==> src/rtl/pipe_pkg.sv <==
// rtl/pipe_pkg.sv - shared stage indices and multi-cycle FSM encoding for the hazard controller
package pipe_pkg;
   localparam int ST_PC  = 0;
   localparam int ST_IF  = 1;
   localparam int ST_ID  = 2;
   localparam int ST_EX  = 3;
   localparam int ST_MEM = 4;
   localparam int ST_WB  = 5;

   localparam int STAGES_DEF = 6;

   typedef enum logic {
      MC_IDLE = 1'b0,
      MC_BUSY = 1'b1
   } mc_state_t;
endpackage

==> src/rtl/mc_countdown.sv <==
// rtl/mc_countdown.sv - multi-cycle op countdown: holds its stage until the last cycle of the op
module mc_countdown
   import pipe_pkg::*;
#(
   parameter int LEN_W = 6
) (
   input  logic             clk,
   input  logic             rst_n,
   input  logic             mc_start,
   input  logic [LEN_W-1:0] mc_len,
   input  logic             abort,
   output logic             mc_busy,
   output logic             mc_done,
   output logic             mc_stall
);

   mc_state_t        state;
   logic [LEN_W-1:0] cnt;
   logic             start_long;
   logic             last;

   assign start_long = mc_start && (mc_len >= LEN_W'(2));
   assign last       = (state == MC_BUSY) && (cnt == LEN_W'(1));

   // mc_stall must not depend on abort: abort is derived from the stall level
   assign mc_stall = ((state == MC_IDLE) && start_long) ||
                     ((state == MC_BUSY) && (cnt != LEN_W'(1)));
   assign mc_done  = rst_n && !abort &&
                     (((state == MC_IDLE) && mc_start && !start_long) || last);
   assign mc_busy  = (state == MC_BUSY);

   always_ff @(posedge clk) begin
      if (!rst_n || abort) begin
         state <= MC_IDLE;
         cnt   <= '0;
      end else begin
         case (state)
            MC_IDLE: begin
               if (start_long) begin
                  cnt   <= mc_len - LEN_W'(1);
                  state <= MC_BUSY;
               end
            end
            MC_BUSY: begin
               if (last) begin
                  cnt   <= '0;
                  state <= MC_IDLE;
               end else begin
                  cnt <= cnt - LEN_W'(1);
               end
            end
            default: begin
               cnt   <= '0;
               state <= MC_IDLE;
            end
         endcase
      end
   end

endmodule

==> src/rtl/pipe_hazard_ctrl.sv <==
// rtl/pipe_hazard_ctrl.sv - merges stall/flush/multi-cycle requests into per-stage stall and bubble vectors
module pipe_hazard_ctrl
   import pipe_pkg::*;
#(
   parameter int STAGES   = STAGES_DEF,
   parameter int MC_STAGE = ST_EX,
   parameter int LEN_W    = 6,
   parameter int CNT_W    = 32,
   localparam int FW      = $clog2(STAGES)
) (
   input  logic              clk,
   input  logic              rst_n,
   input  logic [STAGES-1:0] stallreq,
   input  logic              flush_req,
   input  logic [FW-1:0]     flush_src,
   input  logic              mc_start,
   input  logic [LEN_W-1:0]  mc_len,
   input  logic              perf_clr,
   output logic [STAGES-1:0] stall,
   output logic [STAGES-1:0] bubble,
   output logic              flush_taken,
   output logic              mc_busy,
   output logic              mc_done,
   output logic [CNT_W-1:0]  stall_cycles
);

   logic              mc_stall;
   logic              abort;
   logic              flush_ok;
   logic [STAGES-1:0] req;
   int                lvl;

   mc_countdown #(.LEN_W(LEN_W)) u_mc (
      .clk      (clk),
      .rst_n    (rst_n),
      .mc_start (mc_start),
      .mc_len   (mc_len),
      .abort    (abort),
      .mc_busy  (mc_busy),
      .mc_done  (mc_done),
      .mc_stall (mc_stall)
   );

   // lvl = -1 means no stage requests a stall
   always_comb begin
      req           = stallreq;
      req[MC_STAGE] = stallreq[MC_STAGE] | mc_stall;
      lvl           = -1;
      for (int i = 0; i < STAGES; i++) begin
         if (req[i]) lvl = i;
      end
   end

   // An older stall freezes the flushing stage, so the flush waits until L<=F
   assign flush_ok    = rst_n && flush_req && (lvl <= int'(flush_src));
   assign flush_taken = flush_ok;
   assign abort       = flush_ok && (int'(flush_src) > MC_STAGE);

   always_comb begin
      stall  = '0;
      bubble = '0;
      if (!rst_n) begin
         stall  = '0;
         bubble = '0;
      end else if (flush_ok) begin
         for (int i = 1; i < STAGES; i++) begin
            if (i <= int'(flush_src)) bubble[i] = 1'b1;
         end
      end else if (lvl >= 0) begin
         for (int i = 0; i < STAGES; i++) begin
            if (i <= lvl)     stall[i]  = 1'b1;
            if (i == lvl + 1) bubble[i] = 1'b1;
         end
      end
   end

   always_ff @(posedge clk) begin
      if (!rst_n || perf_clr) begin
         stall_cycles <= '0;
      end else if (stall[0] && !(&stall_cycles)) begin
         stall_cycles <= stall_cycles + CNT_W'(1);
      end
   end

endmodule

==> config.mk <==
export PLATFORM = sky130hd
export DESIGN_NAME = pipe_hazard_ctrl
export DESIGN_NICKNAME = d
export VERILOG_FILES = /design/src/rtl/pipe_pkg.sv /design/src/rtl/mc_countdown.sv /design/src/rtl/pipe_hazard_ctrl.sv
export SDC_FILE = /design/constraint.sdc
export NUM_CORES = 1
export LEC_CHECK = 0
export ABC_CLOCK_PERIOD_IN_PS = 21200
export CAP_MARGIN = 0
export CORE_MARGIN = 2
export CORE_UTILIZATION = 53
export CTS_CLUSTER_DIAMETER = 50
export DETAILED_ROUTE_END_ITERATION = 16
export PLACE_DENSITY = 0.86
export RECOVER_POWER = 100
export SYNTH_ARGS = -nofsm -noshare
export SYNTH_HDL_FRONTEND = slang
export SYNTH_SLANG_ARGS = --single-unit
==> constraint.sdc <==
create_clock -name clk -period 21.2 [get_ports clk]
set_input_delay 6.36 -clock clk [delete_from_list [all_inputs] [get_ports clk]]
set_output_delay 6.36 -clock clk [all_outputs]
set_load 0.02 [all_outputs]
==> impl_metrics.toml, run 1 <==
[status]
outcome = "finished, final reports clean"

[timing]
fin_crit_sh_pct = 82.0
hold_ws_ns = 0.494
tns_ns = 0
rsz0062_at_grt = "no"
tightest_slew_ns = 1.15
maxSlewViolCount = 0
relSlewSlack_pct = 23.1
fin_crit_ns = 17.39
clock_skew_ns = 0.00578
setup_viol = 0
fmax_ghz = 0.0575
hold_violations = 0

[setup_path]
path_class = "in -> out"
critPathLaunchType = "input port"
crit_path_top_delay_cell = "dlygate4sd3_1"
crit_path_end_kind = "output pin"
cp_cell_sequence = "dlygate4sd3_1 > inv_1 > ha_1 > o41a_1 > a211oi_1 > nor2b_1 > a21oi_1 > ha_1 > nor2b_1 > nor3_1 > nor3_1 > nand2_1 > a31o_1 > nor2_1 > dlygate4sd3_1"
cp.required_ns = 14.84
crit_arrival_ns = 11.03
max_stage_delay_ns = 0.68
path_max_fanout = 8

[power]
powerDensity_nw_per_um2 = 52.1
pwr-share-seq_pct = 44.3
p_sw_w = 0.0000508
switching_share_pct = 29.0
pwr-share-clk_pct = 35.3
p_int_w = 0.000125
total_power_w = 0.000175
peakVddDrop_mv = 0.0454
p_comb_share_pct = 20.4
power.leakage_nw = 1.27

[cts]
cts.sinks = 39
clk_path_buf_depth = 2
cts-root-buf = "clkbuf_8"
hold_buffers = 0
htree_levels = 2
cts_buffers = 5
cts_tree = "built"
postCtsSetupBuffers = 0
clk_latency_ns = 0.29
clkTransAtPathRegs_ns = 0.08
post_cts_resize_count = 0

[route]
drc = 0
num_vias = 2822
routed_wl_um = 6830
wl_per_cell_um = 14.7
first_pass_iters = 5
postRouteAntennaNets = 0
drtIter0Drc = 125
via_per_inst = 6.07

[cells_and_area]
drive_above_1_share_pct = 4.27
num_antenna_cells = 0
final_nets = 428
fillCellCount = 413
syn_to_final_growth_pct = 28.0
fin_area_sq_um = 3370

[placed_design]
place_hpwl_um = 5110
place_area_sq_um = 3300
place.gp.congestion = 0.925
port_buffers = 65

[floorplan]
die_w_um = 74.5
die_area_sq_um = 5540
die-height_um = 74.5
ioPinCount = 67
core_sq_um = 4750
rows = 25
start_util_pct = 55.3

[logic_synthesis]
synth_seq_cells = 39
syn-num-nets = 368
avgSynthCellArea_sq_um = 7.81
yosysUniqueCellTypes = 57
synthArstFlopShare_pct = 0
synth_top_cell_by_area = "dfxtp_1"
synth_top_area_share_pct = 29.7
synth_ff_type = "dfxtp_1"
synth_cells = 337
yosysSeqAreaShare_pct = 29.7
synth_warnings = 0
netlist_area_sq_um = 2630
synth-edff-count = 0
synthTopCellsByArea = "dfxtp_1 (30%), a21oi_1 (6.1%), o21ai_0 (5.3%)"

[grt]
gr-usage-met2_pct = 42.8
grt_usage_pct = 24.2
grtUsageMet3_pct = 3.66
gr-max-usage-layer = "met2"
grt_max_degree = 31
use_met1_pct = 30.7
grt.overflow.total = 0
grt_pass1_wl_um = 10800
antenna_found_initial = 0
grt_pass1_vias = 2521

[run]
drv_cap = 0

[worst_hold_path]
min_path_type = "reg -> reg"
area by class of cell:
type	instances	area [sq um]	share of cell area, %
clock buffers	5	68.8	2.04
clock inverters	3	43.8	1.30
inverters	15	56.3	1.67
multi-input cells	271	1680	50.0
flip-flops and latches	39	781	23.2
well taps	67	83.8	2.49
repair buffers	65	651	19.3
cells in the final DEF, fill, tap and decap left out, types with 2 or more instances in the layout:
master / n
xor2_1: 5
nor2b_1: 4
o22ai_1: 5
or4_1: 8
nand3_1: 14
dfxtp_1: 39
o31ai_1: 4
nor4_1: 3
and3_1: 6
nand4_1: 14
a21o_1: 2
a2111o_1: 2
dlygate4sd3_1: 47
clkdlybuf4s50_1: 18
o21a_1: 2
nor3_1: 10
inv_1: 14
a21oi_1: 32
nand2_1: 25
a211oi_1: 4
or3_1: 20
xnor2_1: 5
ha_1: 11
a31o_1: 2
a31oi_1: 2
and4_1: 4
clkbuf_8: 5
or2_2: 2
nor2_1: 30
o21ai_0: 28
o211ai_1: 4
and2_1: 3
nand2b_1: 3
per-stage QoR:
| stage | util, % | worst slack (ns) | cells |
|---|---|---|---|
| CTS | 71.7 | 4.12 | 465 |
| floorplan | - | 5.08 | 337 |
| detailed placement | 69.3 | 4.14 | 457 |
| finish | 70.8 | 3.81 | 465 |
| global route | 70.8 | 3.49 | 465 |
| global placement | 69.3 | 4.31 | 457 |
critical path: cells and delay by family:
kind	cells	cell delay [ns]
fa+ha+maj	2	0.52
simple gates	6	1.36
buf+inv	3	1.35
compound gates	4	1.43
power groups by stage:
stage	clock (W)	combinational [W]	sequential, W
after global placement	0	0.0000358	0.0000794
after floorplan	0	0.0000241	0.0000784
after global routing	0.0000661	0.0000392	0.0000781
after detailed placement	0	0.0000370	0.0000794
final	0.0000619	0.0000358	0.0000777
after CTS	0.0000624	0.0000371	0.0000777
cells in the mapped netlist, drive strengths merged (5+ instances only):
library cell and number:
o21ai 28, buf 7, dfxtp 39, nand2 26, or3 21, xnor2 5, inv 15, xor2 5
and3 6, ha 11, nand3 14, clkbuf 5, nor2 30, nor3 10, a21oi 33, o22ai 5
or4 8, nand4 14
registers in the layout, summed over array words and instances, names as in the netlist:
| signal | cells |
|---|---|
| stall_cycles | 32 |
| u_mc.cnt | 6 |
| u_mc.mc_busy | 1 |
logic make-up (layout without fill, tap and decap cells):
kind of cell               after synthesis  in the layout  share of synthesized area, %
DFF                                     39             39                          29.7
and+or+nand+nor                        151            151                          32.2
muxes                                    1              1                         0.380
adders and majority gates               11             11                          5.23
buffers and inverters                   27             88                          4.75
other                                    1              1                         0.143
AOI/OAI and AO/OA                       97             97                          24.3
xor gates and xnor gates                10             10                          3.33
per-layer routing:
| layer | part of all wire (%) | routed length [um] | vias up |
|---|---|---|---|
| met4 | 0.78 | 53 | 0 |
| met5 | 0 | 0 | - |
| met2 | 51 | 3450 | 74 |
| li1 | - | - | 1387 |
| met3 | 4.5 | 308 | 6 |
| met1 | 44 | 3010 | 1355 |
final timing paths:
| kind | start | end | slack [ns] | cells after the start |
|---|---|---|---|---|
| min | u_mc.cnt[5]$_SDFFE_PP0P_ | u_mc.cnt[5]$_SDFFE_PP0P_ | 0.49 | 2 |
| min reg2reg | u_mc.cnt[5]$_SDFFE_PP0P_ | u_mc.cnt[5]$_SDFFE_PP0P_ | 0.49 | 2 |
| max reg2reg | u_mc.cnt[2]$_SDFFE_PP0P_ | stall_cycles[21]$_SDFFE_PP0P_ | 16.47 | 12 |
| max | mc_len[0] | mc_done | 3.81 | 15 |
No activity file was read; power rests on OpenSTA's default activity.
==> run 2, diff against run 1 <==
ABC_CLOCK_PERIOD_IN_PS = 14300   (was 21200)
CORE_UTILIZATION = 45   (was 53)
PLACE_DENSITY = 0.77   (was 0.86)
clock period = 14.3 ns   (was 21.2 ns; I/O delays follow)
==> impl_metrics.toml, run 2 (synthesis results as in run 1) <==
[route]
via_per_inst = 5.81
drc = 0
first_pass_iters = 5
wl_per_cell_um = 13.9
routed_wl_um = 6510
postRouteAntennaNets = 0
num_vias = 2732
drtIter0Drc = 132

[cells_and_area]
largest_register_ff_count = 32
num_antenna_cells = 0
fillCellCount = 525
most-common-layout-cells = "dlygate4sd3_1 (47), dfxtp_1 (39), a21oi_1 (32)"
syn_to_final_growth_pct = 28.4
regMostFlops = "stall_cycles"
final_nets = 428
drive_above_1_share_pct = 4.27
layout_commonest_cell = "dlygate4sd3_1"

[cts]
clk_path_buf_depth = 2
clkTransAtPathRegs_ns = 0.08
hold_buffers = 0
post_cts_resize_count = 0
cts_buffers = 5
clk_latency_ns = 0.28
postCtsSetupBuffers = 0
htree_levels = 2
cts.sinks = 39
cts_tree = "built"
cts-root-buf = "clkbuf_8"

[setup_path]
crit_end = "mc_done"
reg2reg_depth = 12
cp.required_ns = 10.01
cp-startpoint = "mc_len[0]"
r2r_slack_ns = 9.67
crit_path_end_kind = "output pin"
path_max_fanout = 8
r2r-start = "u_mc.mc_busy$_SDFF_PP0_"
crit_arrival_ns = 8.87
path_class = "in -> out"
worstReg2RegEnd = "stall_cycles[21]$_SDFFE_PP0P_"
critPathLaunchType = "input port"

[power]
powerDensity_nw_per_um2 = 77.5
power.leakage_nw = 1.27
peakVddDrop_mv = 0.0583
total_power_w = 0.000262

[grt]
antenna_found_initial = 0
grt_pass1_vias = 2493
grt_usage_pct = 20.6
grt_pass1_wl_um = 11000
grt_max_degree = 31
grt.overflow.total = 0

[floorplan]
die_w_um = 80.5
start_util_pct = 47.2
die_area_sq_um = 6470
ioPinCount = 67
die-height_um = 80.5
rows = 27
core_sq_um = 5570

[timing]
setup_viol = 0
fin_crit_ns = 13.16
clock_skew_ns = 0.00818
fin_crit_sh_pct = 92.1
hold_violations = 0
relSlewSlack_pct = 23.1
maxSlewViolCount = 0
rsz0062_at_grt = "no"
tns_ns = 0
setup_slack_ns = 1.14
fmax_ghz = 0.0760
tightest_slew_ns = 1.15

[status]
outcome = "finished, final reports clean"

[placed_design]
dpl_worst_slack_ns = 1.41
place_hpwl_um = 4920
port_buffers = 65
place.gp.congestion = 0.845

[worst_hold_path]
min_path_type = "reg -> reg"

[run]
drv_cap = 0
==> run 2: changes by cell type in the layout (fill, tap and decap cells not counted) <==
cell,delta
clkbuf_8,+1
and2_1,+1
clkinv_4,-1
and2_0,-1
==> run 2: per-stage QoR <==
| stage | hold slack (ns) | instance area [sq um] | util [%] | instances |
|---|---|---|---|---|
| finish | 0.498 | 3380 | 60.6 | 470 |
| detailed placement | 0.488 | 3300 | 59.3 | 462 |
| global route | 0.510 | 3380 | 60.6 | 470 |
| CTS | 0.499 | 3420 | 61.4 | 470 |
| floorplan | 0.460 | 2630 | - | 337 |
| global placement | 0.480 | 3300 | 59.3 | 462 |
==> run 2: area by class of cell <==
class                      count  area (sq um)  share of cell area [%]
tap                           72          90.1                    2.67
timing repair buffer          65           651                    19.3
clock inverter                 2          35.0                    1.04
inverter                      15          56.3                    1.67
clock buffer                   6          82.6                    2.44
sequential                    39           781                    23.1
multi-input combinational    271          1680                    49.8
==> run 2: report_power, final <==
part	total, W	internal [W]	switching, W
Combinational	0.0000520	0.0000218	0.0000302
Clock	0.0000947	0.0000565	0.0000382
Sequential	0.000115	0.000111	0.00000428
==> run 2: per-layer routing <==
metal / track usage [%] / part of all wire [%]
met3: 3.71 / 4.6
met1: 27.4 / 47
met4: 3.05 / 0.48
met5: 0 / 0
met2: 35.3 / 48
==> run 2: worst min path at each step <==
stage	start	to	slack (ns)	depth (start not counted)
finish	u_mc.cnt[5]$_SDFFE_PP0P_	u_mc.cnt[5]$_SDFFE_PP0P_	0.50	2
global route	u_mc.cnt[5]$_SDFFE_PP0P_	u_mc.cnt[5]$_SDFFE_PP0P_	0.51	2
CTS	u_mc.cnt[5]$_SDFFE_PP0P_	u_mc.cnt[5]$_SDFFE_PP0P_	0.50	2
detailed placement	u_mc.cnt[5]$_SDFFE_PP0P_	u_mc.cnt[5]$_SDFFE_PP0P_	0.49	2
global placement	stall_cycles[31]$_SDFFE_PP0P_	stall_cycles[31]$_SDFFE_PP0P_	0.48	2
floorplan	u_mc.cnt[5]$_SDFFE_PP0P_	u_mc.cnt[5]$_SDFFE_PP0P_	0.46	2
==> run 2: worst max-delay path, stage by stage <==
cell and delay, ns:
dlygate4sd3_1 0.59, inv_1 0.08, ha_1 0.22, o41a_1 0.44
a211oi_1 0.56, nor2b_1 0.28, a21oi_1 0.10, ha_1 0.30
nor2b_1 0.16, nor3_1 0.06, nor3_1 0.49, nand2_1 0.11
a31o_1 0.34, nor2_1 0.14, dlygate4sd3_1 0.68
